### src/rtl/can_bit_destuffer_if.sv
// can_bit_destuffer_if: raw-bit input and decoder-facing outputs of the CAN bit destuffer.
interface can_bit_destuffer_if;
   logic       RX_RAW;
   logic       F_CRC_Dw;
   logic       RX_D;
   logic       BIT_VALID;
   logic       ERROR;
   logic       BUS_IDLE;
   logic [7:0] STF_ERR_CNT;
   modport master (output RX_RAW, F_CRC_Dw, input RX_D, BIT_VALID, ERROR, BUS_IDLE, STF_ERR_CNT);
   modport slave  (input RX_RAW, F_CRC_Dw, output RX_D, BIT_VALID, ERROR, BUS_IDLE, STF_ERR_CNT);
endinterface

### src/rtl/can_bit_destuffer.sv
// can_bit_destuffer: removes CAN stuff bits, flags stuff errors and tracks bus-idle integration.
module can_bit_destuffer #(
   parameter int STUFF_LEN    = 5,
   parameter int IDLE_BITS    = 11,
   parameter int EOF_INT_BITS = 10
) (
   input logic                 SP,
   input logic                 reset,
   can_bit_destuffer_if.slave  bus
);
   typedef enum logic [1:0] {WAIT_IDLE, BUS_IDLE, STUFF, NOSTUFF} state_t;
   localparam logic [2:0] SLEN = 3'(STUFF_LEN);
   localparam logic [3:0] IDLE_N = 4'(IDLE_BITS);
   localparam logic [3:0] EOF_N = 4'(EOF_INT_BITS);
   state_t     state_q, state_d;
   logic       last_bit_q, last_bit_d;
   logic [2:0] same_cnt_q, same_cnt_d;
   logic [3:0] rec_cnt_q, rec_cnt_d, rec_inc;
   logic       rx_d_q, valid_q, valid_d, error_q, error_d, idle_q;
   logic [7:0] err_cnt_q, err_cnt_d;
   logic       stuff_bit, stuff_err;
   assign rec_inc   = rec_cnt_q + 4'd1;
   assign stuff_bit = same_cnt_q == SLEN;
   assign stuff_err = stuff_bit && (bus.RX_RAW == last_bit_q);
   always_comb begin
      state_d    = state_q;
      last_bit_d = last_bit_q;
      same_cnt_d = same_cnt_q;
      rec_cnt_d  = rec_cnt_q;
      valid_d    = 1'b0;
      error_d    = 1'b1;
      err_cnt_d  = err_cnt_q;
      case (state_q)
         WAIT_IDLE: begin
            rec_cnt_d = bus.RX_RAW ? rec_inc : 4'd0;
            if (bus.RX_RAW && rec_inc == IDLE_N) begin
               state_d   = BUS_IDLE;
               rec_cnt_d = 4'd0;
            end
         end
         BUS_IDLE: begin
            valid_d = 1'b1;
            if (!bus.RX_RAW) begin
               state_d    = STUFF;
               same_cnt_d = 3'd1;
               last_bit_d = 1'b0;
            end
         end
         STUFF: begin
            // A stuff bit (good or bad) always restarts the run at 1.
            valid_d    = !stuff_bit;
            same_cnt_d = (stuff_bit || bus.RX_RAW != last_bit_q) ? 3'd1 : same_cnt_q + 3'd1;
            last_bit_d = bus.RX_RAW;
            rec_cnt_d  = 4'd0;
            error_d    = !stuff_err;
            err_cnt_d  = (stuff_err && err_cnt_q != 8'hFF) ? err_cnt_q + 8'd1 : err_cnt_q;
            state_d    = stuff_err ? WAIT_IDLE : (!bus.F_CRC_Dw ? NOSTUFF : STUFF);
         end
         NOSTUFF: begin
            valid_d   = 1'b1;
            rec_cnt_d = bus.RX_RAW ? rec_inc : 4'd0;
            if (bus.RX_RAW && rec_inc == EOF_N) begin
               state_d   = BUS_IDLE;
               rec_cnt_d = 4'd0;
            end
         end
         default: state_d = WAIT_IDLE;
      endcase
   end
   always_ff @(posedge SP) begin
      if (reset) begin
         state_q    <= WAIT_IDLE;
         last_bit_q <= 1'b1;
         same_cnt_q <= 3'd0;
         rec_cnt_q  <= 4'd0;
         rx_d_q     <= 1'b1;
         valid_q    <= 1'b0;
         error_q    <= 1'b1;
         idle_q     <= 1'b0;
         err_cnt_q  <= 8'd0;
      end else begin
         state_q    <= state_d;
         last_bit_q <= last_bit_d;
         same_cnt_q <= same_cnt_d;
         rec_cnt_q  <= rec_cnt_d;
         rx_d_q     <= bus.RX_RAW;
         valid_q    <= valid_d;
         error_q    <= error_d;
         idle_q     <= state_d == BUS_IDLE;
         err_cnt_q  <= err_cnt_d;
      end
   end
   assign bus.RX_D        = rx_d_q;
   assign bus.BIT_VALID   = valid_q;
   assign bus.ERROR       = error_q;
   assign bus.BUS_IDLE    = idle_q;
   assign bus.STF_ERR_CNT = err_cnt_q;
endmodule

### src/flat_wrapper.sv
// flat-port wrapper written by rule: the top's interface ports become plain ports
module can_bit_destuffer_flat 
#(
   parameter int STUFF_LEN    = 5,
   parameter int IDLE_BITS    = 11,
   parameter int EOF_INT_BITS = 10
)
  (SP, reset, bus_RX_RAW, bus_F_CRC_Dw, bus_RX_D, bus_BIT_VALID, bus_ERROR, bus_BUS_IDLE, bus_STF_ERR_CNT);
  can_bit_destuffer_if bus_i ();
  input logic SP;
  input logic reset;
  input wire logic [$bits(bus_i.RX_RAW)-1:0] bus_RX_RAW;
  input wire logic [$bits(bus_i.F_CRC_Dw)-1:0] bus_F_CRC_Dw;
  output wire logic [$bits(bus_i.RX_D)-1:0] bus_RX_D;
  output wire logic [$bits(bus_i.BIT_VALID)-1:0] bus_BIT_VALID;
  output wire logic [$bits(bus_i.ERROR)-1:0] bus_ERROR;
  output wire logic [$bits(bus_i.BUS_IDLE)-1:0] bus_BUS_IDLE;
  output wire logic [$bits(bus_i.STF_ERR_CNT)-1:0] bus_STF_ERR_CNT;
  assign bus_i.RX_RAW = bus_RX_RAW;
  assign bus_i.F_CRC_Dw = bus_F_CRC_Dw;
  assign bus_RX_D = bus_i.RX_D;
  assign bus_BIT_VALID = bus_i.BIT_VALID;
  assign bus_ERROR = bus_i.ERROR;
  assign bus_BUS_IDLE = bus_i.BUS_IDLE;
  assign bus_STF_ERR_CNT = bus_i.STF_ERR_CNT;
  can_bit_destuffer #(.STUFF_LEN(STUFF_LEN), .IDLE_BITS(IDLE_BITS), .EOF_INT_BITS(EOF_INT_BITS)) u_core (.SP(SP), .reset(reset), .bus(bus_i));
endmodule
### config.mk
export PLATFORM = sky130hd
export DESIGN_NAME = can_bit_destuffer_flat
export DESIGN_NICKNAME = d
export VERILOG_FILES = /design/src/rtl/can_bit_destuffer_if.sv /design/src/rtl/can_bit_destuffer.sv /design/src/flat_wrapper.sv
export SDC_FILE = /design/constraint.sdc
export NUM_CORES = 1
export LEC_CHECK = 0
export CORE_UTILIZATION = 55
export CTS_CLUSTER_DIAMETER = 50
export DETAILED_ROUTE_END_ITERATION = 8
export GPL_TIMING_DRIVEN = 0
export PLACE_DENSITY = 0.8
export SLEW_MARGIN = 0
export SYNTH_ARGS = -nofsm -noshare
export SYNTH_HDL_FRONTEND = slang
export SYNTH_SLANG_ARGS = --single-unit
export TNS_END_PERCENT = 10
### constraint.sdc
create_clock -name SP -period 3 [get_ports SP]
set_clock_uncertainty 0.15 [all_clocks]
set_input_delay 0.75 -clock SP [delete_from_list [all_inputs] [get_ports SP]]
set_output_delay 0.75 -clock SP [all_outputs]
set_load 0.03 [all_outputs]
# --- Word level (Yosys, flattened, before mapping) ---
# Index checks and enable logic that the tools add are counted.
classes:
  addsub: 3
  multipliers: 0
  div: 0
  order_cmp: 0
  eq_ne: 11
  shifts: 0
  n_mux: 16
  bitwise_logic: 1
  reduce_logical: 14
op_table:
  columns: ["operator", "count"]
  rows:
  - ["2-to-1 mux 4 bit", 3]
  - ["one-hot mux 4 bit (3 select lines)", 1]
  - ["adder 8 x 1 -> 8 bit (second input constant)", 1]
  - ["equality test 4 bit (second input constant)", 2]
  - ["2-to-1 mux 2 bit", 4]
  - ["inequality test 8 bit (second input constant)", 1]
  - ["one-hot mux 2 bit (4 select lines)", 1]
  - ["2-to-1 mux 3 bit", 2]
  - ["one-hot mux 3 bit (2 select lines)", 1]
  - ["adder 4 x 1 -> 4 bit (second input constant)", 1]
  - ["equality test 2 x 1 -> 1 bit (second input constant)", 2]
  - ["equality test 2 bit (second input constant)", 2]
  - ["logical AND 1 bit", 4]
  - ["one-hot mux 1 bit (2 select lines)", 2]
  - ["AND reduction 2 bit", 2]
  - ["OR reduction 2 bit", 2]
  - ["adder 3 x 1 -> 3 bit (second input constant)", 1]
  - ["equality test 3 bit (second input constant)", 1]
  - ["nonzero test 3 bit", 1]
  - ["zero test 1 bit", 2]
  - ["zero test 2 bit", 1]
  - ["2-to-1 mux 1 bit", 2]
  - ["inequality test 2 bit (second input constant)", 1]
  - ["nonzero test 2 bit", 1]
  - ["4 further kinds", 4]
word_totals:
  ff_bits: 22
  latchBits: 0
  ram_bits: 0
  romBits: 0
  in_bits: 4
  out_inout_bits: 12
  n_memories: 0

# --- Logic depth before layout (Yosys ltp) ---
logic_depth:
  ltp_word: 6
  depth_mapped: 7

# --- Worst setup path before layout ---
# OpenSTA, ideal clock, no wires.
synth_timing:
  path_kind: "input -> register"
  startpoint: "in bus_RX_RAW"
  endpoint: "reg u_core.idle_q (netlist: u_core.bus.BUS_IDLE)"
  arrival_time_ps: 1623
  required_time_ps: 2719
  setup_slack_ps: 1096
  cell_stages: 5
  n_path_buf: 0
  cell_sequence: "xor2_1 o21ai_1 o2bb2ai_1 a41o_1 nor3b_1"
synth_between:
  elab_chain_len: 5
  elab_cells_between_ends: 10
  classes_between: "eq/ne: 2; mux: 5; reduce/logical: 3"
synth_lines:
  columns: ["element", "line", "text"]
  rows:
  - ["start: declaration", "flat_wrapper.sv:12", "input wire logic [$bits(bus_i.RX_RAW)-1:0] bus_RX_RAW;"]
  - ["equality test 1 bit", "can_bit_destuffer.sv:24", "assign stuff_err = stuff_bit && (bus.RX_RAW == last_bit_q);"]
  - ["logical AND 1 bit", "can_bit_destuffer.sv:24", null]
  - ["2-to-1 mux 2 bit", "can_bit_destuffer.sv:57", "state_d = stuff_err ? WAIT_IDLE : (!bus.F_CRC_Dw ? NOSTUFF : STUFF);"]
  - ["one-hot mux 2 bit (4 select lines) (*)", "can_bit_destuffer.sv:33", "case (state_q)"]
  - ["equality test 2 x 1 -> 1 bit (*)", "can_bit_destuffer.sv:89", "idle_q <= state_d == BUS_IDLE;"]
  - ["end signal: assignment", "can_bit_destuffer.sv:79", "idle_q <= 1'b0;"]
  - ["end signal: assignment", "can_bit_destuffer.sv:89", null]
  - ["end: declaration", "can_bit_destuffer.sv:19", "logic rx_d_q, valid_q, valid_d, error_q, error_d, idle_q;"]
# Mark *: on every way between the ends. The rest lies on a longest branch, timed or not.
# A chain may end at the register's enable or synchronous reset.

# --- Worst setup path after layout ---
layout_timing:
  startpoint: "reg u_core.err_cnt_q[3] (netlist: u_core.bus.STF_ERR_CNT[3])"
  endpoint: "out bus_STF_ERR_CNT[3]"
layout_rtl:
  columns: ["element", "line", "text"]
  rows:
  - ["start: declaration", "can_bit_destuffer.sv:20", "logic [7:0] err_cnt_q, err_cnt_d;"]
  - ["start signal: assignment", "can_bit_destuffer.sv:90", "err_cnt_q <= err_cnt_d;"]
  - ["end: declaration", "flat_wrapper.sv:18", "output wire logic [$bits(bus_i.STF_ERR_CNT)-1:0] bus_STF_ERR_CNT;"]
# No word-level cell between the ends.

==> flow_summary.rst <==
.. list-table::
   :header-rows: 1

   * - Metric
     - Value
   * - Sequential area share after synthesis
     - 38.6%
   * - Crit path cell chain
     - clkdlybuf4s50_1
   * - Tmin final
     - 2350 ps
   * - Highest net fanout along the worst path
     - 6
   * - Final nets
     - 164
   * - CP Capture Type
     - primary output
   * - Cell area after synthesis
     - 1140 µm²
   * - Count of synthesis-stage warnings from yosys
     - 0
   * - Slack of the critical path
     - 651 ps
   * - Clock-pin slew reported for the worst setup and hold paths after clock tree synthesis
     - 120 ps
   * - Total of flip-flops plus latches after synthesis
     - 22
   * - # DRC
     - 0
   * - Root Buffer
     - clkbuf_4
   * - Sum of negative setup slack
     - 0 ps
   * - Count of pins over their slew limit
     - 0
   * - TritonRoute pass-1 iters
     - 4
   * - Peak per-stage delay on the critical path
     - 710 ps
   * - Number of violations reported at the end of detailed-routing iteration 0
     - 25
   * - Part of the cycle the worst path needs
     - 78.3%
   * - Share of final-layout standard cells stronger than drive strength 1
     - 8.50%
   * - Die outline width
     - 47.6 µm
   * - Result of the run
     - complete, no violations
   * - Hold Crit Class
     - register to register
   * - Via count normalized by instance count
     - 5.50
   * - Maximum clock frequency
     - 426 MHz
   * - Vertical die dimension
     - 47.6 µm
   * - Placed instance count
     - 176
   * - Critical path data arrival time
     - 1450 ps
   * - Leakage power figure
     - 0.514 nW
   * - Overall overflow remaining after global route
     - 0
   * - Fillers
     - 182
   * - Slew at the pin with the worst max-slew slack
     - 461 ps
   * - Number of buffers inserted during clock tree synthesis
     - 3
   * - Core area
     - 1960 µm²
   * - Total power divided by cell area
     - 356 nW/µm²
   * - Final Hold Slack
     - 343 ps
   * - Clk buf depth
     - 2
   * - Number of primary I/O pins
     - 16
   * - # rows
     - 16
   * - Worst-skew pair later-pin latency
     - 310 ps
   * - Net count after synthesis
     - 144
   * - Worst setup SP type
     - register
   * - Total power of the final layout
     - 0.485 mW
   * - Final instance area
     - 1360 µm²
   * - Final HPWL DP
     - 1.71 mm
   * - GRT busiest layer
     - met2
   * - Highest-count cells in the layout ignoring fill and taps
     - 22 x dfxtp_1, 19 x nor2_1, 15 x clkdlybuf4s50_1, 14 x nand2_1, 8 x xor2_1
   * - Via count
     - 990
   * - Remaining antenna violation count after routing
     - 0
   * - Count of max-cap constraint violations
     - 0
   * - Antenna violations before repair
     - 0
   * - Vias in the first global route
     - 840
   * - Postcts setup bufs
     - 0
   * - Number of buffers inserted for hold repair after clock tree synthesis
     - 0
   * - Initial core utilization
     - 58.2%
   * - CTS resizes
     - 0
   * - Netlist cell types
     - 41
   * - Pin count of the biggest net entering global routing
     - 13
   * - Clock sink count
     - 22
   * - Utilization of the core after routing
     - 69.5%
   * - Met1 Usage GRT
     - 27.6%
   * - Required time at the endpoint of the critical path
     - 2100 ps
   * - Gpl congestion
     - 0.861
   * - Final Setup Violations
     - 0
   * - Post-Synthesis Cells
     - 134
   * - Met2 Resource Use GR
     - 38.6%
   * - Most common cell after layout, fill and taps aside
     - dfxtp_1
   * - Buffers added on ports
     - 15
   * - Met3 capacity usage during global routing
     - 6.79%
   * - Worst path bufs/invs
     - 1
   * - Global-route wire length before repair
     - 3.51 mm
   * - Post-Syn Area per Cell
     - 8.52 µm²
   * - Post-route non-filler standard cell count
     - 180
   * - Instance area after placement
     - 1330 µm²
   * - Total detailed-routing wirelength
     - 2.23 mm
   * - Register-to-Register Setup Slack
     - 980 ps
   * - Synthesis-to-finish area growth
     - 19.3%
   * - WL per Instance
     - 12.4 µm
   * - H-tree depth
     - 1
   * - Final hold violation count
     - 0
   * - Worst max-slew margin expressed relative to the limit
     - 69.3%
   * - Die area
     - 2260 µm²
   * - Slowest stage cell on the critical path
     - clkdlybuf4s50_1
   * - Placement-stage worst setup slack
     - 451 ps
   * - RSZ-0062 raised after global routing
     - false
   * - Critical path class
     - register to primary output
   * - Worst path top cell family by delay
     - buffers and inverters
   * - Overall fraction of global-route tracks in use
     - 22.6%
   * - Peak ir drop on the vdd network
     - 0.339 mV
   * - Number of antenna cells inserted
     - 0
   * - Clock tree from TritonCTS
     - yes
metal layers:
layer | up-vias | share of wire (%)
met1 | 462 | 45
met2 | 19 | 51
met3 | 4 | 3.2
li1 | 505 | -
met5 | - | 0
met4 | 0 | 1.1
area by class of cell:
| class | count | area [µm²] | area share [%] |
|---|---|---|---|
| inverters | 6 | 22.5 | 1.65 |
| clock buffers | 4 | 36.3 | 2.66 |
| repair buffers | 15 | 150 | 11.0 |
| multi-input cells | 101 | 657 | 48.2 |
| well taps | 27 | 33.8 | 2.48 |
| plain buffers | 5 | 22.5 | 1.65 |
| flip-flops and latches | 22 | 440 | 32.3 |
report_power, final:
part / total (mW) / leakage (nW) / internal, mW / switching [mW]
logic: 0.0260 / 0.315 / 0.0116 / 0.0144
registers: 0.297 / 0.178 / 0.294 / 0.00293
clock network: 0.162 / 0.0210 / 0.0741 / 0.0875
total: 0.485 / 0.514 / 0.380 / 0.105
flip-flops by register name (all words and copies together) (netlist names):
| register | flops |
|---|---|
| u_core.bus.STF_ERR_CNT | 8 |
| u_core.rec_cnt_q | 4 |
| u_core.same_cnt_q | 3 |
| u_core.state_q | 2 |
| u_core.bus.BIT_VALID | 1 |
| u_core.bus.BUS_IDLE | 1 |
| u_core.bus.ERROR | 1 |
| u_core.bus.RX_D | 1 |
| u_core.last_bit_q | 1 |
worst paths after layout:
kind | start | endpoint | depth (start not counted)
worst min register to register | u_core.same_cnt_q[2] | u_core.same_cnt_q[2] | 1
worst max-delay path | u_core.bus.STF_ERR_CNT[3] | bus_STF_ERR_CNT[3] | 1
worst min-delay path | u_core.same_cnt_q[2] | u_core.same_cnt_q[2] | 1
worst max register to register | u_core.rec_cnt_q[0] | u_core.rec_cnt_q[0] | 6
worst reg2reg max path, cell delays in order, from the launching register on:
cell and delay (ps):
dfxtp_1 410, ha_1 300, and2_1 190, a21oi_2 170, o21ai_1 110, or4b_1 470
a31oi_1 170
cell families after synthesis:
family                   count (synthesis)  share of synthesized area [%]
adder cells (fa/ha/maj)                  6                           6.57
buffers and inverters                   11                           3.94
AO/OA/AOI/OAI                           26                           15.4
flip-flops                              22                           38.6
AND/OR/NAND/NOR                         58                           26.5
XOR/XNOR                                 8                           6.13
multiplexers                             3                           2.85
Yosys cell counts (all sizes together):
library cell	n	share of area, %
nor3b	2	1.8
nor3	1	1.4
and4	1	0.77
nor2	19	6.2
a41oi	1	0.77
o2bb2ai	1	0.77
a21o	3	2.0
a21oi	6	3.0
o211ai	1	0.66
nand2b	5	3.0
a31oi	2	1.1
o221ai	1	0.77
mux2i	1	0.88
or2	1	0.55
mux2	2	2.0
nand2	14	4.6
and2	2	1.1
nand3	4	1.8
xor2	8	6.1
a211oi	1	0.66
clkbuf	3	1.1
dfxtp	22	39
a41o	1	0.88
or4b	1	0.88
o22ai	1	0.55
and3	3	1.6
inv	6	2.0
nand4	4	2.2
a2bb2oi	1	0.77
ha	6	6.6
a311oi	1	0.77
o21ai	5	2.2
buf	2	0.88
a22oi	1	0.66
nand3b	1	0.66
No activity file was read; power rests on OpenSTA's default activity.
